[config.mk]
export PLATFORM = sky130hd
export DESIGN_NAME = result_capture_fifo
export DESIGN_NICKNAME = d
export VERILOG_FILES = /design/src/rtl/booth_pkg.sv /design/src/rtl/capture_ram.sv /design/src/rtl/result_capture_fifo.sv
export SDC_FILE = /design/constraint.sdc
export NUM_CORES = 1
export LEC_CHECK = 0
export CORE_UTILIZATION = 45
export CTS_CLUSTER_DIAMETER = 40
export CTS_CLUSTER_SIZE = 40
export DETAILED_ROUTE_END_ITERATION = 10
export DONT_BUFFER_PORTS = 1
export SLEW_MARGIN = 20
export SYNTH_ARGS = -nofsm -noshare
export SYNTH_HDL_FRONTEND = slang
export SYNTH_HIERARCHICAL = 1
export SYNTH_SLANG_ARGS = --single-unit
[constraint.sdc]
create_clock -name clk -period 4.6 [get_ports clk]
set_input_delay 0.92 -clock clk [delete_from_list [all_inputs] [get_ports clk]]
set_output_delay 0.92 -clock clk [all_outputs]
set_load 0.005 [all_outputs]
[src/rtl/booth_pkg.sv]
// Shared types for the Booth multiplier datapath and its consumers.
// Provides the result width and the result word type.
package booth_pkg;

  localparam int DATA_W = 16;

  typedef logic [DATA_W-1:0] result_t;

endpackage

[src/rtl/capture_ram.sv]
// DEPTH x DATA_W storage: synchronous write, asynchronous read.
// Ports: clk, we/waddr/wdata write port, raddr/rdata read port.
module capture_ram #(
  parameter int DATA_W = 16,
  parameter int DEPTH  = 8,
  parameter int AW     = $clog2(DEPTH)
) (
  input  logic              clk,
  input  logic              we,
  input  logic [AW-1:0]     waddr,
  input  logic [DATA_W-1:0] wdata,
  input  logic [AW-1:0]     raddr,
  output logic [DATA_W-1:0] rdata
);

  logic [DATA_W-1:0] mem [DEPTH];

  always_ff @(posedge clk) begin
    if (we) begin
      mem[waddr] <= wdata;
    end
  end

  assign rdata = mem[raddr];

endmodule

[src/rtl/result_capture_fifo.sv]
// Captures multiplier results into a show-ahead FIFO with halt and overflow.
// Ports: clk, reset_all, in_data/in_valid, halt, rd_*, count, overflow.
module result_capture_fifo
  import booth_pkg::*;
#(
  parameter int DATA_W            = booth_pkg::DATA_W,
  parameter int DEPTH             = 8,
  parameter int HALT_MARGIN       = 2,
  parameter bit CAPTURE_ON_CHANGE = 1'b0,
  parameter int AW                = $clog2(DEPTH),
  parameter int CW                = $clog2(DEPTH) + 1
) (
  input  logic              clk,
  input  logic              reset_all,
  input  logic [DATA_W-1:0] in_data,
  input  logic              in_valid,
  output logic              halt,
  output logic [DATA_W-1:0] rd_data,
  output logic              rd_valid,
  input  logic              rd_ready,
  output logic [CW-1:0]     count,
  output logic              overflow
);

  localparam logic [CW-1:0] FULL_CNT = CW'(DEPTH);
  localparam logic [CW-1:0] HALT_CNT = CW'(DEPTH - HALT_MARGIN);

  logic [AW-1:0]     wr_ptr;
  logic [AW-1:0]     rd_ptr;
  logic [DATA_W-1:0] last_cap;
  logic              first;
  logic              push_req;
  logic              pop;
  logic              push;
  logic              full;
  logic [CW-1:0]     count_next;

  always_comb begin
    push_req = in_valid;
    if (CAPTURE_ON_CHANGE) begin
      push_req = first || (in_data != last_cap);
    end
  end

  assign rd_valid = (count != '0);
  assign full     = (count == FULL_CNT);
  assign pop      = rd_valid && rd_ready;
  // A full FIFO still accepts a push when the head leaves this cycle.
  assign push     = push_req && (!full || pop);

  always_comb begin
    count_next = count;
    if (push && !pop) begin
      count_next = count + CW'(1);
    end else if (pop && !push) begin
      count_next = count - CW'(1);
    end
  end

  always_ff @(posedge clk) begin
    if (reset_all) begin
      wr_ptr   <= '0;
      rd_ptr   <= '0;
      count    <= '0;
      halt     <= 1'b0;
      overflow <= 1'b0;
      first    <= 1'b1;
      last_cap <= '0;
    end else begin
      count <= count_next;
      halt  <= (count_next >= HALT_CNT);
      if (push) begin
        wr_ptr   <= wr_ptr + AW'(1);
        last_cap <= in_data;
        first    <= 1'b0;
      end
      if (pop) begin
        rd_ptr <= rd_ptr + AW'(1);
      end
      if (push_req && !push) begin
        overflow <= 1'b1;
      end
    end
  end

  capture_ram #(
    .DATA_W (DATA_W),
    .DEPTH  (DEPTH)
  ) u_ram (
    .clk   (clk),
    .we    (push && !reset_all),
    .waddr (wr_ptr),
    .wdata (in_data),
    .raddr (rd_ptr),
    .rdata (rd_data)
  );

endmodule

==> reports/summary.txt <==
Hold Crit Class: flop to flop
Post-CTS Resized: 0
Die Width: 115 µm
Slowest-stage cell, CP: dfxtp_4
Critical path class: flop to output pin
Iteration-0 DRC count of the detailed router: 141
Final min period: 3050 ps
Max Used Layer: met4
GRT Util Overall: 16.7%
Fin area: 0.00640 mm²
DP Area: 0.00590 mm²
Met1 wire length: 4600 µm
Post-Route Setup TNS: 0 ps
Initial antenna violation count: 0
DR WL/cell: 21.4 µm
Slew @ Worst Pin: 1060 ps
Layout Skew: 8.56 ps
Met2 routed WL: 4860 µm
Via density: 5.56
Total CTS buffers: 17
H-tree Lvls: 4
Synth cell types: 47
Sequential Area: 0.00409 mm²
Pin count of the biggest net entering global routing: 35
Remaining global-route overflow: 0
Switching power: 644 µW
Pwr/cell area: 465 mW/mm²
Layout cell share with drive strength beyond 1: 19.9%
Worst Setup Start Kind: flop
Antenna Nets Post-Route: 0
CTS sink count: 140
Die ar.: 0.0131 mm²
Area of the multi-input gates: 0.00152 mm²
Peak supply drop: 0.260 mV
Cells after Synth: 279
Status: complete, no violations
Post-CTS Hold Fix Bufs: 0
Flop pwr share: 50.8%
CP Capture Type: output pin
Pins Over Slew Limit: 0
Post-CTS Setup Repair Bufs: 0
Clk_lat worst skew: 410 ps
Yosys warnings: 6
Hold path depth: 1
Cell family with most CP delay: multiplexers
Commonest non-fill, non-tap cell in the layout: edfxtp_1
Internal Pwr Total: 2330 µW
IO buf count: 0
Switching Share: 21.6%
Routed vias: 2615
Core Footprint: 0.0122 mm²
Gpl congestion: 0.699
Worst Setup SP: rd_ptr[0]
TritonCTS clock tree: built
Final-stage net count: 317
Clock-pin slew on the worst setup and hold paths: 50 ps
Standard-cell rows: 40
R2R Path Start: count[1]
Logic pwr share: 10.0%
Max-slew headroom: 28.8%
WP buf/inv: 0
Die Y: 115 µm
Synthesized area: 0.00570 mm²
Fillcell total: 977
Final WL: 10100 µm
First-pass GRT wire length: 15400 µm
Clock Tree Buf Depth: 2
DR DRC count: 0
Mapped Nets: 303
Clk pwr share: 39.2%
Final Hold Vio Count: 0
Post-synth EDFFs: 128
Hpwl dp: 5850 µm
Fin crit share: 66.4%
Number of max-cap violations: 0
Met3 WL: 450 µm
Cell count of the worst reg-to-reg path: 8
Pleak: 0.00208 µW
Crit-path cells: mux4_1, mux2_2
#FFs+latches synth: 140
Most frequent cells in the layout: edfxtp_1, mux4_1, clkbuf_16
FMAX: 0.327 GHz
Async SR Flop Fraction: 0%
Root Driver: clkbuf_16
Io pins: 43
N_diodes: 0
Area grow syn2layout: 12.2%
Top FF cell, synth: edfxtp_1
TritonRoute pass-1 iters: 4
Syn_area_per_cell: 20.4 µm²
RSZ-0062 raised after global routing: no
Final setup viols: 0
Number of global-route vias before repair: 2681
Maximum fanout along the worst path: 34
Critical Path Stages: 2
Hold Startpoint: overflow
Post-synthesis sequential area ratio: 71.6%
Initial Util: 46.9%
CP required: 3680 ps
Slowest Stage Delay on Critical Path: 750 ps
Arrival time worst endpoint: 2130 ps
[final timing paths]
path                endpoint  slack (ps)
min reg2reg         overflow         510
max reg2reg  u_ram/mem[7][8]        1690
max              rd_data[11]        1550
min                 overflow         510
[metal layers]
metal  track usage [%]  up-vias
met2              25.6       58
met3              5.40       15
met5                 0        -
li1                  -     1182
met4              8.05        0
met1              21.7     1360
[per-stage QoR]
stage	setup WS (ps)	instances	power, µW	utilization [%]	hold slack [ps]
2_1_floorplan	1680	279	1790	-	464
3_3_place_gp	1630	442	1840	48.5	486
3_5_place_dp	1620	442	1840	48.5	495
4_1_cts	1150	470	3010	52.6	515
5_1_grt	1460	470	3090	52.6	532
6_report	1550	470	2980	52.6	514
[power by group through the flow]
stage                     Sequential [µW]  Combinational [µW]  Clock [µW]
after CTS                            1510                 303        1190
after detailed placement             1540                 301           0
final                                1510                 298        1170
after floorplan                      1470                 318           0
after global routing                 1520                 324        1250
after global placement               1540                 297           0
[sequential cells by signal (all words and copies together), names as in the netlist]
| register | flops |
|---|---|
| wr_ptr | 3 |
| count | 4 |
| u_ram/mem | 128 |
| overflow | 1 |
| halt | 1 |
| rd_ptr | 3 |
[synth_stat cells, drive strengths merged (4+ instances only)]
cell type  number  area, µm²
edfxtp        128       3840
mux4           32        826
o21ai           5       28.8
ha              4       50.1
dfxtp          12        240
nand2b          5       31.3
buf            11       77.6
nor3            5       25.0
inv             7       26.3
mux2           17        191
nor2           16       62.6
[kinds of logic (layout without fill, tap and decap cells)]
| group | count (synthesis) | count (layout) | synth area share, % |
|---|---|---|---|
| buffers and inverters | 20 | 43 | 1.97 |
| adders and majority gates | 4 | 4 | 0.878 |
| AOI/OAI and AO/OA | 18 | 18 | 2.48 |
| muxes | 52 | 52 | 18.4 |
| xor gates and xnor gates | 4 | 4 | 0.615 |
| DFF | 140 | 140 | 71.6 |
| and+or+nand+nor | 41 | 41 | 4.06 |
[final cells by class]
class | instances | share of cell area [%]
Clock inverter | 5 | 0.743
Timing Repair Buffer | 8 | 0.939
Inverter | 7 | 0.411
Sequential cell | 140 | 63.9
Multi-Input combinational cell | 119 | 23.7
Tap cell | 168 | 3.29
Clock buffer | 23 | 7.00
Note: power is estimated with default switching activity, not from simulation.
